**src/rtl/cpu_arith_pkg.sv**
```systemverilog
// Shared arithmetic definitions for the CPU datapath: the operand width
// and the state encoding of the bit-serial subtractor.
package cpu_arith_pkg;

  localparam int ALU_WIDTH = 16;

  typedef enum logic [1:0] {
    IDLE = 2'd0,
    RUN  = 2'd1,
    DONE = 2'd2
  } sub_state_t;

endpackage

```
**src/rtl/serial_subtractor16_if.sv**
```systemverilog
// Handshake and operand/result bundle between the control unit (master)
// and the bit-serial subtractor (slave).
// SERIAL_SUB_OVF_EN adds the signed-overflow flag to the bundle.
interface serial_subtractor16_if #(
  parameter int WIDTH = 16
);
  logic             start;
  logic [WIDTH-1:0] a;
  logic [WIDTH-1:0] b;
  logic             busy;
  logic             done;
  logic [WIDTH-1:0] diff;
  logic             bout;
`ifdef SERIAL_SUB_OVF_EN
  logic             ovf;

  modport master (output start, a, b, input busy, done, diff, bout, ovf);
  modport slave  (input start, a, b, output busy, done, diff, bout, ovf);
`else
  modport master (output start, a, b, input busy, done, diff, bout);
  modport slave  (input start, a, b, output busy, done, diff, bout);
`endif
endinterface

```
**src/rtl/full_subtractor_1bit.sv**
```systemverilog
// One-bit full subtractor cell: d = a - b - bin, with the outgoing borrow.
// Counterpart of the one-bit cell used by the ripple adder.
module full_subtractor_1bit (
  input  logic a,
  input  logic b,
  input  logic bin,
  output logic d,
  output logic bout
);

  // Difference bit and borrow-out of a single bit position
  always_comb begin
    d    = a ^ b ^ bin;
    bout = (~a & b) | (~(a ^ b) & bin);
  end

endmodule

```
**src/rtl/serial_subtractor16.sv**
```systemverilog
// Bit-serial subtractor: DIFF = A - B, one bit per clock, LSB first.
// Operands are latched on an accepted start; diff/bout update only at the
// end of an operation and hold until the next one completes.
// Optional: define SERIAL_SUB_OVF_EN to add the signed-overflow flag (ovf).
module serial_subtractor16
  import cpu_arith_pkg::*;
#(
  parameter int WIDTH = ALU_WIDTH
) (
  input  logic                  clk,
  input  logic                  rst_n,
  serial_subtractor16_if.slave  bus
);

  localparam int CW = $clog2(WIDTH) + 1;
  localparam logic [CW-1:0] LAST = CW'(WIDTH - 1);

  sub_state_t       state;
  logic [WIDTH-1:0] a_sr;
  logic [WIDTH-1:0] b_sr;
  logic [WIDTH-1:0] res_sr;
  logic             borrow;
  logic [CW-1:0]    cnt;
  logic             busy_r;
  logic             done_r;
  logic [WIDTH-1:0] diff_r;
  logic             bout_r;
  logic             d_bit;
  logic             b_next;
`ifdef SERIAL_SUB_OVF_EN
  logic             a_msb;
  logic             b_msb;
  logic             ovf_r;
`endif

  full_subtractor_1bit u_cell (
    .a    (a_sr[0]),
    .b    (b_sr[0]),
    .bin  (borrow),
    .d    (d_bit),
    .bout (b_next)
  );

  // Control FSM plus serial datapath: latch, shift WIDTH bits, publish result
  always_ff @(posedge clk or negedge rst_n) begin
    if (!rst_n) begin
      state  <= IDLE;
      a_sr   <= '0;
      b_sr   <= '0;
      res_sr <= '0;
      borrow <= 1'b0;
      cnt    <= '0;
      busy_r <= 1'b0;
      done_r <= 1'b0;
      diff_r <= '0;
      bout_r <= 1'b0;
`ifdef SERIAL_SUB_OVF_EN
      a_msb  <= 1'b0;
      b_msb  <= 1'b0;
      ovf_r  <= 1'b0;
`endif
    end else begin
      done_r <= 1'b0;
      case (state)
        IDLE: begin
          if (bus.start) begin
            a_sr   <= bus.a;
            b_sr   <= bus.b;
            res_sr <= '0;
            borrow <= 1'b0;
            cnt    <= '0;
            busy_r <= 1'b1;
            state  <= RUN;
`ifdef SERIAL_SUB_OVF_EN
            // Shift registers lose the MSBs, so keep them for the overflow test
            a_msb  <= bus.a[WIDTH-1];
            b_msb  <= bus.b[WIDTH-1];
`endif
          end
        end
        RUN: begin
          res_sr <= {d_bit, res_sr[WIDTH-1:1]};
          a_sr   <= a_sr >> 1;
          b_sr   <= b_sr >> 1;
          borrow <= b_next;
          cnt    <= cnt + CW'(1);
          if (cnt == LAST) begin
            busy_r <= 1'b0;
            state  <= DONE;
          end
        end
        DONE: begin
          // Result becomes visible only here, never as a partial value
          diff_r <= res_sr;
          bout_r <= borrow;
          done_r <= 1'b1;
          state  <= IDLE;
`ifdef SERIAL_SUB_OVF_EN
          ovf_r  <= (a_msb ^ b_msb) & (a_msb ^ res_sr[WIDTH-1]);
`endif
        end
        default: state <= IDLE;
      endcase
    end
  end

  assign bus.busy = busy_r;
  assign bus.done = done_r;
  assign bus.diff = diff_r;
  assign bus.bout = bout_r;
`ifdef SERIAL_SUB_OVF_EN
  assign bus.ovf  = ovf_r;
`endif

endmodule

```
**src/flat_wrapper.sv**
```systemverilog
// flat-port wrapper written by rule: the top's interface ports become plain ports
module serial_subtractor16_flat import cpu_arith_pkg::*;
#(
  parameter int WIDTH = ALU_WIDTH
)
  (clk, rst_n, bus_start, bus_a, bus_b, bus_busy, bus_done, bus_diff, bus_bout);
  serial_subtractor16_if #(.WIDTH(WIDTH)) bus_i ();
  input  logic clk;
  input  logic rst_n;
  input wire logic [$bits(bus_i.start)-1:0] bus_start;
  input wire logic [$bits(bus_i.a)-1:0] bus_a;
  input wire logic [$bits(bus_i.b)-1:0] bus_b;
  output wire logic [$bits(bus_i.busy)-1:0] bus_busy;
  output wire logic [$bits(bus_i.done)-1:0] bus_done;
  output wire logic [$bits(bus_i.diff)-1:0] bus_diff;
  output wire logic [$bits(bus_i.bout)-1:0] bus_bout;
  assign bus_i.start = bus_start;
  assign bus_i.a = bus_a;
  assign bus_i.b = bus_b;
  assign bus_busy = bus_i.busy;
  assign bus_done = bus_i.done;
  assign bus_diff = bus_i.diff;
  assign bus_bout = bus_i.bout;
  serial_subtractor16 #(.WIDTH(WIDTH)) u_core (.clk(clk), .rst_n(rst_n), .bus(bus_i));
endmodule
```
**config.mk**
```make
export PLATFORM = sky130hd
export DESIGN_NAME = serial_subtractor16_flat
export DESIGN_NICKNAME = d
export VERILOG_FILES = /design/src/rtl/cpu_arith_pkg.sv /design/src/rtl/serial_subtractor16_if.sv /design/src/rtl/full_subtractor_1bit.sv /design/src/rtl/serial_subtractor16.sv /design/src/flat_wrapper.sv
export SDC_FILE = /design/constraint.sdc
export NUM_CORES = 1
export LEC_CHECK = 0
export CELL_PAD_IN_SITES_DETAIL_PLACEMENT = 1
export CELL_PAD_IN_SITES_GLOBAL_PLACEMENT = 1
export CORE_MARGIN = 2
export CORE_UTILIZATION = 46
export DETAILED_ROUTE_END_ITERATION = 6
export PLACE_DENSITY = 0.83
export SLEW_MARGIN = 25
export SYNTH_ARGS = -nofsm -noshare
export SYNTH_HDL_FRONTEND = slang
export SYNTH_SLANG_ARGS = --single-unit
```
**constraint.sdc**
```tcl
create_clock -name clk -period 3.5 [get_ports clk]
set_clock_uncertainty 0.15 [all_clocks]
set_input_delay 0.35 -clock clk [delete_from_list [all_inputs] [get_ports clk]]
set_output_delay 0.35 -clock clk [all_outputs]
set_load 0.01 [all_outputs]
```
==> results of run 1 <==
-- path summary, 6_finish.rpt --
| check | from | slack, ns | to | cells past startpoint |
|---|---|---|---|---|
| worst max-delay path | u_core.state[1]$_DFFE_PN0P_ | 1.22 | u_core.a_sr[14]$_DFFE_PN0P_ | 4 |
| worst max register to register | u_core.state[1]$_DFFE_PN0P_ | 1.22 | u_core.a_sr[14]$_DFFE_PN0P_ | 4 |
| max in group asynchronous | rst_n | 2.61 | u_core.res_sr[12]$_DFFE_PN0P_ | 1 |
| worst min register to register | u_core.bus.diff[6]$_DFFE_PN0P_ | 0.34 | u_core.bus.diff[6]$_DFFE_PN0P_ | 1 |
| min in group clk | u_core.bus.diff[6]$_DFFE_PN0P_ | 0.34 | u_core.bus.diff[6]$_DFFE_PN0P_ | 1 |
| worst min-delay path | rst_n | -0.03 | u_core.bus.diff[14]$_DFFE_PN0P_ | 1 |
-- power breakdown --
group	switching, mW	internal, mW	total, mW
Combinational	0.480	0.500	0.979
Sequential	0.234	1.16	1.39
Clock	0.329	0.421	0.750
Total	1.04	2.08	3.12
-- cell families (layout without fill, tap and decap cells) --
group / Yosys count / count (layout) / share of synthesized area [%]
adders and majority gates: 3 / 3 / 1.28
buffers and inverters: 28 / 79 / 5.92
AOI/OAI and AO/OA: 120 / 120 / 24.6
muxes: 18 / 18 / 6.67
DFF: 75 / 75 / 53.2
and+or+nand+nor: 49 / 49 / 8.30
-- registers in the layout, indices dropped and copies added (netlist names) --
name             flops
u_core.b_sr         16
u_core.a_sr         16
u_core.borrow        1
u_core.bus.done      1
u_core.bus.bout      1
u_core.res_sr       16
u_core.bus.busy      1
u_core.bus.diff     16
u_core.cnt           5
u_core.state         2
-- layout by cell type (no fill, tap or decap), drive strengths merged, types with 7 or more instances in the layout --
master,synthesis,final
a21oi,31,31
a22o,17,17
a22oi,30,30
buf,16,7
clkbuf,8,10
clkdlybuf4s50,0,52
dfrtp,75,75
mux2,17,17
nand2,7,7
nor2b,31,31
o21ai,39,39
-- stage by stage --
| step | cells | total power, mW | setup WS, ns | util [%] |
|---|---|---|---|---|
| global placement | 427 | 2.32 | 1.39 | 55.2 |
| floorplan | 293 | 2.09 | 2.09 | - |
| CTS | 443 | 3.16 | 1.25 | 58.3 |
| finish | 443 | 3.12 | 1.22 | 58.3 |
| detailed placement | 427 | 2.38 | 1.30 | 55.2 |
| global route | 443 | 3.33 | 1.08 | 58.3 |
-- routing by layer --
metal  share of wire, %  global-route usage, %
met5                  0                      0
met2                 50                   32.0
met1                 45                   25.4
met4                1.8                   8.46
met3                3.0                   3.40
-- worst max-delay path, delay by kind of cell (launching register included) --
family          cells  cell delay (ns)
simple gates        1             0.69
flops               1             0.73
compound gates      2             0.26
buf+inv             1             0.36
-- area by class of cell --
cell class | instances | area (um^2) | area share [%]
multi-input cells | 190 | 1440 | 33.8
clock buffers | 10 | 138 | 3.22
repair buffers | 59 | 586 | 13.7
well taps | 99 | 124 | 2.90
inverters | 4 | 15.0 | 0.352
flip-flops and latches | 75 | 1880 | 43.9
clock inverters | 6 | 88.8 | 2.08
==> flow_metrics.env, run 1 <==
export IMPL_outcome="complete, but fails checks"
export IMPL_violations="hold timing"
export IMPL_synth_cells_most_frequent="75 x dfrtp_1, 38 x o21ai_1, 30 x a22oi_1, 30 x nor2b_1, 29 x a21oi_2"
export IMPL_slew_limit_headroom_pct=37.5
export IMPL_grt_pass1_vias=2617
export IMPL_syn_cell_area_um2=3530
export IMPL_drc=0
export IMPL_slowest_stage="dfrtp_1"
export IMPL_yosysMostFrequentCell="dfrtp_1"
export IMPL_crit_chain="nor2b_4, buf_4, a22oi_1, o21ai_1"
export IMPL_ys_ff_latch=75
export IMPL_wl_per_cell_um=17.4
export IMPL_clkTransAtPathRegs_ns=0.08
export IMPL_nNetsFinal=377
export IMPL_stdcell_area_um2=4270
export IMPL_timing_hold_ws_ns=-0.0251
export IMPL_cts_sinks=75
export IMPL_grt_setup_unrepaired="false"
export IMPL_critPathKind="reg -> reg"
export IMPL_post_cts_buffers=0
export IMPL_cp_required_ns=3.63
export IMPL_hold_violations=9
export IMPL_areaGrowthSynthToFinish_pct=21.1
export IMPL_via_per_inst=5.58
export IMPL_die_h_um=91.6
export IMPL_synth_top_flop_cell="dfrtp_1"
export IMPL_grt_overflow=0
export IMPL_synth_top_area_share_pct=53.2
export IMPL_ir_drop_mv=0.334
export IMPL_ys_seq_area_share_pct=53.2
export IMPL_drtPass1Iterations=4
export IMPL_ios=54
export IMPL_synth_cells=293
export IMPL_grt_pass1_wl_um=13000
export IMPL_slew_violations=0
export IMPL_antenna_cells=0
export IMPL_clk_path_buf_depth=2
export IMPL_cp_start_kind="flip-flop"
export IMPL_ys_types=33
export IMPL_ant_nets=0
export IMPL_critPathCaptureType="flip-flop"
export IMPL_synth_area_per_cell_um2=12.0
export IMPL_powerDensity_nw_per_um2=731
export IMPL_port_buffers=53
export IMPL_dieArea_um2=8380
export IMPL_cts_tree="yes"
export IMPL_yosysWarnings=0
export IMPL_grt_max_degree=76
export IMPL_drt_iter0_markers=104
export IMPL_clock_fmax_mhz=439
export IMPL_numCtsBuffers=9
export IMPL_dpl_cell_area_um2=4040
export IMPL_synth_edf_count=0
export IMPL_fp_dieW_um=91.6
export IMPL_setup_viol=0
export IMPL_hold_class="in -> async"
export IMPL_cp_max_fo=28
export IMPL_num_vias=2474
export IMPL_fillers=751
export IMPL_root_buffer="clkbuf_8"
export IMPL_worstMarginPinSlew_ns=0.938
export IMPL_fin_crit_sh_pct=65.1
export IMPL_cts_resized=0
export IMPL_place_congestion=0.724
export IMPL_arrival_ns=2.40
export IMPL_wl_um=7690
export IMPL_drv_cap=0
export IMPL_leakage_nw=1.88
export IMPL_fp_coreArea_um2=7330
export IMPL_synth_area_leaders="dfrtp_1 53%, a21oi_2 7.2%, a22oi_1 6.4%, o21ai_1 5.4%, nor2b_1 5.3%"
export IMPL_yosys_area_top_type="dfrtp_1"
export IMPL_finalWorstPathRequiredPeriod_ns=2.28
export IMPL_grt_use_total_pct=19.5
export IMPL_syn_nets=331
export IMPL_totalNegativeSetupSlack_ns=0
export IMPL_start_util_pct=48.1
export IMPL_std_cell_rows=31
export IMPL_postCtsHoldBufs=0
export IMPL_antenna_found_initial=0
export IMPL_ys_async_sr_fraction_pct=100
export IMPL_hpwl_um=4760
export IMPL_h_tree_depth=3
export IMPL_clk_latency_ns=0.35
export IMPL_max_stage_delay_ns=0.73
export IMPL_drive_gt1_share_pct=18.9
(Power assumes the default switching activity.)
==> run 2: changes to the inputs <==
- CORE_UTILIZATION: 46 -> 43
- PLACE_DENSITY: 0.83 -> 0.78
- clock period: 3.5 -> 2.1 ns (I/O delays scaled with it)
==> run 2 against run 1 <==
Effect of this change: the flow now finishes without violations; sequential power rose by 66%; critical path depth is the same; power up 72%; die area increased by 6.7%; hold slack better by 0.27 ns; via count is 1.3% lower; critical path type unchanged.
==> flow_metrics.env, run 2 (synthesis results as in run 1) <==
export IMPL_ant_nets=0
export IMPL_fin_crit_sh_pct=80.2
export IMPL_ff2ff_path_depth=4
export IMPL_critPathCaptureType="flip-flop"
export IMPL_reg2reg_to="u_core.bus.diff[7]$_DFFE_PN0P_"
export IMPL_cp_max_fo=20
export IMPL_cts_sinks=75
export IMPL_wl_um=7710
export IMPL_ff_latch_area_um2=1880
export IMPL_grt_setup_unrepaired="false"
export IMPL_die_h_um=94.6
export IMPL_drc=0
export IMPL_cp_required_ns=2.17
export IMPL_h_tree_depth=3
export IMPL_slowest_stage="dfrtp_1"
export IMPL_drtPass1Iterations=4
export IMPL_crit_top_cell="buf_4"
export IMPL_grt_overflow=0
export IMPL_leakage_nw=1.93
export IMPL_grt_use_total_pct=19.0
export IMPL_hold_violations=0
export IMPL_critPathKind="reg -> reg"
export IMPL_cts_resized=0
export IMPL_slew_violations=0
export IMPL_numCtsBuffers=9
export IMPL_nNetsFinal=384
export IMPL_grt_pass1_wl_um=13000
export IMPL_use_met2_pct=30.9
export IMPL_antenna_found_initial=0
export IMPL_slew_limit_headroom_pct=63.8
export IMPL_finalWorstPathRequiredPeriod_ns=1.68
export IMPL_clk_latency_ns=0.35
export IMPL_via_per_inst=5.36
export IMPL_cp_start_kind="flip-flop"
export IMPL_r2r_start="u_core.state[1]$_DFFE_PN0P_"
export IMPL_powerDensity_nw_per_um2=1230
export IMPL_final_common_cell="dfrtp_1"
export IMPL_totalNegativeSetupSlack_ns=0
export IMPL_timing_hold_ws_ns=0.242
export IMPL_drt_iter0_markers=72
export IMPL_outcome="finished clean"
export IMPL_fillers=857
export IMPL_setup_viol=0
export IMPL_cts_tree="yes"
export IMPL_worst_path_buf_inv=2
export IMPL_dieArea_um2=8940
export IMPL_hold_class="in -> async"
export IMPL_clock_fmax_mhz=594
export IMPL_num_vias=2443
export IMPL_fp_dieW_um=94.6
export IMPL_start_util_pct=43.6
export IMPL_antenna_cells=0
export IMPL_max_stage_delay_ns=0.42
export IMPL_grt_max_degree=42
export IMPL_root_buffer="clkbuf_8"
export IMPL_fp_coreArea_um2=8090
export IMPL_grtUsageMet3_pct=3.11
export IMPL_grt_busiest_layer="met2"
export IMPL_clkTransAtPathRegs_ns=0.08
export IMPL_areaGrowthSynthToFinish_pct=23.9
export IMPL_drv_cap=0
export IMPL_layout_common_cells="75 x dfrtp_1, 52 x clkdlybuf4s50_1, 38 x o21ai_1, 30 x nor2b_1, 30 x a22oi_1"
export IMPL_use_met1_pct=25.7
export IMPL_ir_drop_mv=0.419
export IMPL_worstMarginPinSlew_ns=0.543
export IMPL_port_buffers=53
export IMPL_multiInputGateArea_um2=1440
export IMPL_drive_gt1_share_pct=20.2
export IMPL_ios=54
export IMPL_wl_per_cell_um=16.9
export IMPL_hpwl_um=5060
export IMPL_crit_chain="buf_4, nand2b_1, buf_4, mux2_1"
export IMPL_std_cell_rows=33
export IMPL_post_cts_buffers=0
export IMPL_r2r_setup_slack_ns=0.42
export IMPL_clk_path_buf_depth=2
export IMPL_place_congestion=0.728
export IMPL_arrival_ns=1.76
export IMPL_postCtsHoldBufs=1
export IMPL_grt_pass1_vias=2562
export IMPL_crit_family="buffers and inverters"
-- run 2: cell types whose count changed in the layout (fill, tap and decap cells not counted) --
cell,change
clkinv_4,+1
bufinv_16,+1
buf_4,+5
clkinvlp_4,-2
dlygate4sd3_1,+1
buf_12,+1
-- run 2: worst register-to-register path, cell delays in order, from the launching register on --
cell and delay, ns:
dfrtp_1 0.42, buf_4 0.23, nand2b_1 0.10, buf_4 0.29, mux2_1 0.39
-- run 2: where the power goes --
part,internal (mW),switching [mW]
logic,0.876,0.811
clock network,0.824,0.550
registers,1.93,0.382
-- run 2: through the flow --
step | std cells | power [mW] | utilization, % | cell area [um^2] | setup WS, ns
after floorplan | 293 | 3.48 | - | 3530 | 0.690
after global placement | 439 | 3.92 | 50.8 | 4110 | 0.253
after detailed placement | 439 | 4.04 | 50.8 | 4110 | 0.208
after CTS | 456 | 5.43 | 54.0 | 4370 | 0.386
after global routing | 456 | 5.73 | 54.0 | 4370 | 0.362
final | 456 | 5.37 | 54.0 | 4370 | 0.416
-- run 2: final cells by class --
| type | instances | share of cell area [%] |
|---|---|---|
| inverter | 4 | 0.344 |
| multi-input combinational | 190 | 33.0 |
| clock buffer | 10 | 3.15 |
| tap | 105 | 3.01 |
| sequential | 75 | 43.0 |
| clock inverter | 6 | 2.58 |
| timing repair buffer | 66 | 14.9 |
-- run 2: metal layers --
| layer | wire [um] | up-vias |
|---|---|---|
| met4 | 101 | 0 |
| met2 | 3760 | 46 |
| li1 | - | 1167 |
| met1 | 3620 | 1221 |
| met5 | 0 | - |
| met3 | 228 | 9 |
-- run 2: how the worst max path moves through the flow --
| stage | startpoint | slack (ns) | to | depth (start not counted) |
|---|---|---|---|---|
| after global placement | bus_start | 0.25 | u_core.res_sr[1]$_DFFE_PN0P_ | 5 |
| after detailed placement | bus_start | 0.21 | u_core.res_sr[12]$_DFFE_PN0P_ | 5 |
| after floorplan | u_core.state[0]$_DFFE_PN0P_ | 0.69 | u_core.bus.bout$_DFFE_PN0P_ | 4 |
| after global routing | u_core.state[1]$_DFFE_PN0P_ | 0.36 | u_core.bus.diff[7]$_DFFE_PN0P_ | 4 |
| final | u_core.state[1]$_DFFE_PN0P_ | 0.42 | u_core.bus.diff[7]$_DFFE_PN0P_ | 4 |
| after CTS | u_core.state[1]$_DFFE_PN0P_ | 0.39 | u_core.bus.diff[7]$_DFFE_PN0P_ | 4 |
